[src/rtl/fetch_pkg.sv]
// Shared definitions for the instruction-fetch block.
//   NOP_INSTR_WORD   : word shown on out_instr while nothing valid is presented
//   RESET_PC_DEFAULT : default PC after reset
//   INSTR_BYTES      : PC step per instruction
//   fetch_entry_t    : {pc, instr} pair at the default widths
package fetch_pkg;

  localparam int          ADDR_W_DEFAULT   = 10;
  localparam int          WORD_W_DEFAULT   = 32;
  localparam logic [31:0] NOP_INSTR_WORD   = 32'h0000_0013;
  localparam int          RESET_PC_DEFAULT = 0;
  localparam int          INSTR_BYTES      = 4;

  typedef struct packed {
    logic [ADDR_W_DEFAULT-1:0] pc;
    logic [WORD_W_DEFAULT-1:0] instr;
  } fetch_entry_t;

endpackage

[src/rtl/fetch_skid_buf.sv]
// Two-entry FIFO buffer with a flush input.
// Entry 0 is the presented (head) entry and entry 1 is the skid entry.
// Ports:
//   clk, rst   : clock, asynchronous active-high reset
//   flush      : discard all entries at the end of this cycle (applied after a
//                same-cycle read, so an accepted head still counts as taken)
//   wr_valid   : write wr_data this cycle; the caller guarantees a free slot
//   wr_data    : entry to write
//   rd_ready   : consumer accepts the head this cycle
//   rd_valid   : head entry is valid
//   rd_data    : head entry
//   occ        : number of valid entries, 0..2
// Handshake: a read fires when rd_valid && rd_ready; rd_data is held stable
// while rd_valid && !rd_ready.
module fetch_skid_buf #(
  parameter int W = 42
) (
  input  logic         clk,
  input  logic         rst,
  input  logic         flush,
  input  logic         wr_valid,
  input  logic [W-1:0] wr_data,
  input  logic         rd_ready,
  output logic         rd_valid,
  output logic [W-1:0] rd_data,
  output logic [1:0]   occ
);

  logic [W-1:0] e0_q, e1_q, e0_n, e1_n;
  logic [1:0]   occ_q, occ_n;
  logic         fire;

  assign rd_valid = (occ_q != 2'd0);
  assign rd_data  = e0_q;
  assign occ      = occ_q;
  assign fire     = rd_valid && rd_ready;

  // Read first, then write into the lowest slot left free by the read.
  always_comb begin
    e0_n  = e0_q;
    e1_n  = e1_q;
    occ_n = occ_q;
    if (fire) begin
      e0_n  = e1_q;
      occ_n = occ_q - 2'd1;
    end
    if (wr_valid) begin
      if (occ_n == 2'd0) e0_n = wr_data;
      else               e1_n = wr_data;
      occ_n = occ_n + 2'd1;
    end
    if (flush) occ_n = 2'd0;
  end

  always_ff @(posedge clk or posedge rst) begin
    if (rst) begin
      e0_q  <= '0;
      e1_q  <= '0;
      occ_q <= 2'd0;
    end else begin
      e0_q  <= e0_n;
      e1_q  <= e1_n;
      occ_q <= occ_n;
    end
  end

endmodule

[src/rtl/fetch_ctrl.sv]
// Instruction-fetch sequencer for a synchronous-read instruction ROM
// (one-cycle read latency). Owns the PC, issues at most one ROM read per
// cycle when the output buffer has room, buffers returning words in a
// two-entry FIFO and presents them to decode. Redirects squash stale fetches.
// Ports:
//   clk, rst        : clock, asynchronous active-high reset
//   run             : fetch enable; low stops new ROM issues only
//   imem_addr       : byte address to ROM (combinational)
//   imem_instr      : ROM data, valid the cycle after the address is sampled
//   out_valid/out_ready/out_pc/out_instr : fetched-instruction stream
//   redirect_valid/redirect_pc : taken branch/jump and its target
//   misalign_err    : one-cycle pulse after a redirect with target[1:0] != 0
// Handshake: a transfer fires when out_valid && out_ready; out_pc/out_instr
// are held stable while out_valid && !out_ready.
module fetch_ctrl import fetch_pkg::*; #(
  parameter int                   ADDR_SIZE = ADDR_W_DEFAULT,
  parameter int                   WORD_SIZE = WORD_W_DEFAULT,
  parameter logic [ADDR_SIZE-1:0] RESET_PC  = ADDR_SIZE'(RESET_PC_DEFAULT),
  parameter logic [WORD_SIZE-1:0] NOP_INSTR = WORD_SIZE'(NOP_INSTR_WORD)
) (
  input  logic                 clk,
  input  logic                 rst,
  input  logic                 run,
  output logic [ADDR_SIZE-1:0] imem_addr,
  input  logic [WORD_SIZE-1:0] imem_instr,
  output logic                 out_valid,
  input  logic                 out_ready,
  output logic [ADDR_SIZE-1:0] out_pc,
  output logic [WORD_SIZE-1:0] out_instr,
  input  logic                 redirect_valid,
  input  logic [ADDR_SIZE-1:0] redirect_pc,
  output logic                 misalign_err
);

  localparam int EW = ADDR_SIZE + WORD_SIZE;

  logic [ADDR_SIZE-1:0] pc_reg, inflight_pc, redirect_aligned;
  logic                 inflight, issue, fire, wr_valid, buf_valid, misalign_q;
  logic [1:0]           occ;
  logic [2:0]           credit_used;
  logic [EW-1:0]        buf_data;

  assign redirect_aligned = {redirect_pc[ADDR_SIZE-1:2], 2'b00};
  assign imem_addr        = redirect_valid ? redirect_aligned : pc_reg;
  assign fire             = buf_valid && out_ready;

  // Slots that will be spoken for next cycle if nothing new is issued.
  // A fire implies occ >= 1, so this never underflows.
  assign credit_used = {1'b0, occ} + {2'b00, inflight} - {2'b00, fire};

  // A redirect always issues: it empties the buffer and kills the in-flight
  // word, so the new fetch is guaranteed a slot.
  assign issue    = redirect_valid || (run && (credit_used < 3'd2));
  assign wr_valid = inflight && !redirect_valid;

  fetch_skid_buf #(.W(EW)) u_buf (
    .clk      (clk),
    .rst      (rst),
    .flush    (redirect_valid),
    .wr_valid (wr_valid),
    .wr_data  ({inflight_pc, imem_instr}),
    .rd_ready (out_ready),
    .rd_valid (buf_valid),
    .rd_data  (buf_data),
    .occ      (occ)
  );

  always_ff @(posedge clk or posedge rst) begin
    if (rst) begin
      pc_reg      <= RESET_PC;
      inflight    <= 1'b0;
      inflight_pc <= RESET_PC;
      misalign_q  <= 1'b0;
    end else begin
      inflight   <= issue;
      misalign_q <= redirect_valid && (redirect_pc[1:0] != 2'b00);
      if (issue) begin
        pc_reg      <= imem_addr + ADDR_SIZE'(INSTR_BYTES);
        inflight_pc <= imem_addr;
      end
    end
  end

  assign out_valid    = buf_valid;
  assign out_pc       = buf_valid ? buf_data[EW-1:WORD_SIZE] : '0;
  assign out_instr    = buf_valid ? buf_data[WORD_SIZE-1:0] : NOP_INSTR;
  assign misalign_err = misalign_q;

endmodule

[config.mk]
export PLATFORM = sky130hd
export DESIGN_NAME = fetch_ctrl
export DESIGN_NICKNAME = d
export VERILOG_FILES = /design/src/rtl/fetch_pkg.sv /design/src/rtl/fetch_skid_buf.sv /design/src/rtl/fetch_ctrl.sv
export SDC_FILE = /design/constraint.sdc
export NUM_CORES = 1
export LEC_CHECK = 0
export CORE_MARGIN = 2
export CORE_UTILIZATION = 61
export CTS_CLUSTER_DIAMETER = 80
export DETAILED_ROUTE_END_ITERATION = 10
export DONT_BUFFER_PORTS = 1
export PLACE_DENSITY_LB_ADDON = 0.08
export SETUP_SLACK_MARGIN = 0.5
export SYNTH_ARGS = -nofsm -noshare
export SYNTH_HDL_FRONTEND = slang
export SYNTH_HIERARCHICAL = 1
export SYNTH_SLANG_ARGS = --single-unit
[constraint.sdc]
create_clock -name clk -period 3.8 [get_ports clk]
set_input_delay 0.95 -clock clk [delete_from_list [all_inputs] [get_ports clk]]
set_output_delay 0.95 -clock clk [all_outputs]
set_load 0.02 [all_outputs]
# Word level (Yosys, flattened, before mapping)
# Index checks and enable logic that the tools add are counted.
[totals]
reg_bits = 108
latchBits = 0
mem_bits_rw = 0
mem_bits_ro = 0
input_bits = 47
out_inout_bits = 54
elab_cells = 33
n_memories = 0
[op_classes]
n_addsub = 5
multipliers = 0
n_div = 0
magnitude_cmp = 1
n_eq_ne = 0
shift = 0
mux = 9
bitwise = 1
reduce_logical = 10
[op_table]
columns = ["operator", "n"]
rows = [
  ["two-way mux 42 bit", 3],
  ["two-way mux 32 bit", 1],
  ["two-way mux 10 bit", 2],
  ["adder 10 x 3 -> 10 bit, second input constant", 1],
  ["two-way mux 2 bit", 3],
  ["logical AND 1 bit", 4],
  ["nonzero test 2 bit", 2],
  ["adder 2 x 1 -> 3 bit", 1],
  ["less-than comparator 3 x 2 -> 1 bit, second input constant", 1],
  ["subtractor 3 x 1 -> 3 bit", 1],
  ["adder 2 x 1 -> 2 bit, second input constant", 1],
  ["logical NOT 2 bit", 1],
  ["AND reduction 2 bit", 1],
  ["subtractor 2 x 1 -> 2 bit, second input constant", 1],
  ["logical NOT 1 bit", 1],
  ["logical OR 1 bit", 1],
  ["inverter 1 bit", 1],
]

# Longest topological paths before layout
[depth]
depth_word = 6
mapped_depth = 14
ltp_nobuf = 12

# Modules after synthesis
# The synthesis kept the hierarchy.
[modules_own_cells]
columns = ["module", "n_inst", "cells_per_inst", "area_each_um2", "seq_area_each_um2"]
rows = [
  ["fetch_skid_buf", 1, 292, 3906.2, 2152.1],
  ["fetch_ctrl", 1, 153, 1346.3, 500.5],
]

# Worst setup path before layout
# OpenSTA, ideal clock, no wires.
[synth_path]
kind = "reg2reg"
startpoint = "register u_buf.occ_q[1], in the netlist u_buf/occ[1]"
endpoint = "register inflight_pc[6]"
setup_ns = 0.135
arrival_ns = 2.738
required_ns = 3.665
setup_slack_ns = 0.927
path_stages_with_launch = 15
path_buffers = 2
period_less_slack_ns = 2.873
path_cell_list = "dfrtp_1 -> inv_1 -> ha_1 -> inv_1 -> clkbuf_1 -> and2_1 -> ha_1 -> nand2b_1 -> fa_1 -> xnor2_1 -> a31oi_1 -> inv_1 -> clkbuf_1 -> nor2_1 -> a21oi_1"
[synth_via]
elab_chain_cells = 6
elab_cells_between_ends = 7
classes_between = "2 x add/sub; 1 x order compare; 4 x reduce/logical"
[synth_rtl]
columns = ["element", "line", "text"]
rows = [
  ["start: declaration", "fetch_skid_buf.sv:30", "logic [1:0] occ_q, occ_n;"],
  ["start signal: assignment", "fetch_skid_buf.sv:63", "occ_q <= occ_n;"],
  ["nonzero test 2 bit", "fetch_skid_buf.sv:33", "assign rd_valid = (occ_q != 2'd0);"],
  ["net out_valid", "fetch_ctrl.sv:26", "output logic out_valid,"],
  ["logical AND 1 bit", "fetch_ctrl.sv:45", "assign fire = buf_valid && out_ready;"],
  ["subtractor 3 x 1 -> 3 bit", "fetch_ctrl.sv:49", "assign credit_used = {1'b0, occ} + {2'b00, inflight} - {2'b00, fire};"],
  ["less-than comparator 3 x 2 -> 1 bit", "fetch_ctrl.sv:53", "assign issue = redirect_valid || (run && (credit_used < 3'd2));"],
  ["logical AND 1 bit", "fetch_ctrl.sv:53", ""],
  ["logical OR 1 bit", "fetch_ctrl.sv:53", ""],
  ["end signal: assignment", "fetch_ctrl.sv:79", "inflight_pc <= imem_addr;"],
  ["end: declaration", "fetch_ctrl.sv:37", "logic [ADDR_SIZE-1:0] pc_reg, inflight_pc, redirect_aligned;"],
]
# The timed path passes the listed nets, and every way through them passes these cells.
# A chain may end at the register's enable or synchronous reset.

# Final worst setup path
[layout_path]
startpoint = "register u_buf.occ_q[1], in the netlist u_buf/occ[1]"
endpoint = "register inflight_pc[7]"
[layout_via]
elab_chain_cells = 6
elab_cells_between_ends = 7
classes_between = "2 x add/sub; 1 x order compare; 4 x reduce/logical"
[layout_rtl]
columns = ["element", "line"]
rows = [
  ["parallel branches: the longest is 2 deep, another holds adder 2 x 1 -> 3 bit", "n/a"],
  ["subtractor 3 x 1 -> 3 bit (*)", "fetch_ctrl.sv:49"],
  ["less-than comparator 3 x 2 -> 1 bit (*)", "fetch_ctrl.sv:53"],
  ["logical AND 1 bit (*)", "fetch_ctrl.sv:53"],
  ["logical OR 1 bit (*)", "fetch_ctrl.sv:53"],
]
# Every way passes the cells marked *.

==> impl_metrics.toml <==
[critical_path]
end_kind = "flop"
arrival_ns = 3.10
cp.required_ns = 4.07
critical_path_class = "flop to flop"
critPathLaunchType = "flop"
r2r_cells = 13
cp_max_fo = 21

[power_and_ir_drop]
vdd_drop_max_mv = 0.4073
power.density_nw_per_um2 = 937.6
p_leak_nw = 2.579
power_mw = 5.056

[clock_tree]
cts_sinks = 106
cts_tree = "yes"
clockRootBuffer = "clkbuf_8"
clk_pin_slew_ns = 0.09
post_cts_buffers = 0
holdBufCountCts = 0
htree_levels = 3
cts_made_buffers = 9
clockBufferDepth = 2
clk_latency_ns = 0.36
cts-resized-gates = 0

[yosys]
synth.distinct_cells = 36
avgSynthCellArea_um2 = 11.80
async_flop_share_pct = 100.0
ys_seq_area_share_pct = 50.50
synthFlopType = "dfrtp_1"
synth_edf_count = 0
syn_area_um2 = 5253
ys_ff_latch = 106
synth_warnings = 6
synth_nets = 497
syn_inst = 445

[global_routing]
grt-ovfl-total = 0
grt_max_degree = 46
grt_pass1_wl_um = 16620
antenna_found_initial = 0
grt_util_all_layers_pct = 21.97
first_global_vias = 3214

[routing]
antenna_left = 0
num_vias = 3096
vias_per_cell = 5.670
wl_per_cell_um = 17.78
drt-pass1-iter-count = 4
drt_wl_total_um = 9710
drc = 0
initialDrtViolationCount = 144

[final_layout]
fillers = 672
stdcell_count = 546
area_growth_pct = 2.668
nNetsFinal = 488
insertedDiodeCount = 0
layout-drive-gt1-share_pct = 17.91
fin_area_um2 = 5393

[min_path]
min_path_type = "input port to asynchronous set/reset pin"

[die]
row_count = 33
coreArea_um2 = 8299
die_height_um = 96.80
io_pins = 101
initial_core_util_pct = 63.29
die-area_um2 = 9369
die_x_um = 96.80

[flow_run]
drv_cap = 0

[timing]
slew_headroom_pct = 48.78
fmax_mhz = 353.4
hold_violations = 0
period_share_pct = 74.47
skew_ns = 0.01610
worst_pin_slew_ns = 0.7683
tns_ns = 0
min_period_ns = 2.830
finalMaxSlewViolations = 0
rsz0062_at_grt = "false"
setup_viol = 0

[place]
dpl.cell_count = 530
placed_cell_area_um2 = 5197
gp_congestion = 0.8479
port_buffers = 0
hpwl_um = 6372

[outcome]
outcome = "finished, final reports clean"
[final cells by class]
class	count	area, um2	share of cell area, %
sequential	106	2653	49.19
timing repair buffer	8	72.57	1.346
multi-input combinational	301	2302	42.69
inverter	10	38.79	0.7193
clock inverter	6	67.56	1.253
clock buffer	10	127.6	2.367
tap	105	131.4	2.436
[cell families (layout without fill, tap and decap cells)]
group	after synthesis	in the layout	share of synthesized area, %
adder cells (fa/ha/maj)	5	5	1.334
multiplexers	93	93	21.72
AO/OA/AOI/OAI	60	60	6.289
buffers and inverters	38	34	5.693
XOR/XNOR	7	7	1.167
flip-flops	106	106	50.50
AND/OR/NAND/NOR	136	136	13.29
[routing by layer]
layer	global-route usage, %	part of all wire (%)	vias up
li1	-	-	1471
met1	31.84	47	1529
met2	33.71	46	91
met3	5.564	5.7	5
met4	5.200	0.74	0
met5	0	0	-
[metrics by stage]
stage          hold slack [ns]  util [%]  setup WS (ns)
3_3_place_gp            0.4898     62.63         0.8067
4_1_cts                 0.3626     64.98         0.9340
2_1_floorplan           0.4531         -         0.6282
3_5_place_dp            0.4931     62.63         0.7397
5_1_grt                 0.3616     64.98         0.6642
6_report                0.3705     64.98         0.9701
[worst paths after layout]
kind,start,endpoint,slack (ns)
worst max-delay path,u_buf/occ[1],inflight_pc[7],0.97
min in group clk,u_buf/e1_q[27],u_buf/e1_q[27],0.52
worst min register to register,u_buf/e1_q[27],u_buf/e1_q[27],0.52
max in group asynchronous,rst,u_buf/occ[1],2.63
worst max register to register,u_buf/occ[1],inflight_pc[7],0.97
worst min-delay path,rst,u_buf/rd_data[29],0.37
[where the power goes]
| group | internal, mW | switching (mW) | leakage, nW |
|---|---|---|---|
| Clock | 0.306 | 0.378 | 0.0925 |
| Combinational | 1.06 | 1.32 | 1.21 |
| Sequential | 1.68 | 0.309 | 1.27 |
[cells in the mapped netlist, drive strengths merged, types with 8 or more instances]
library cell,instances,area (um2)
and2,41,256.5
inv,10,37.54
mux2,48,690.7
buf,20,230.2
nor2,24,90.09
a21oi,9,45.04
o21ai,44,220.2
mux2i,45,450.4
dfrtp,106,2653
nand2,51,191.4
clkbuf,8,31.28
[critical path, stage by stage, from the launching register on]
cell and delay, ns:
dfrtp_1 0.46, inv_1 0.08, ha_1 0.15, inv_1 0.05, and2_1 0.14, ha_1 0.25, nand2b_1 0.15, fa_1 0.37
xnor2_1 0.16, a31oi_1 0.10, buf_4 0.18, inv_1 0.43, nor2_1 0.08, a21oi_1 0.15
[layout by cell type (no fill, tap or decap), types with 2 or more instances in the layout]
cell and instances:
dfrtp_1 106, mux2_2 8, nor2b_1 6, a211oi_2 2, mux2_4 40, clkinv_2 2, and2_1 40, mux2i_1 45
buf_4 7, a31oi_1 2, a21oi_1 9, nand2_1 51, nand4b_1 2, nor2_1 24, inv_1 9, ha_1 4
xnor2_1 7, clkinv_4 2, clkbuf_8 9, o21ai_0 44, nand2b_1 4, clkinvlp_4 2
Power figures use the tool's default switching activity.
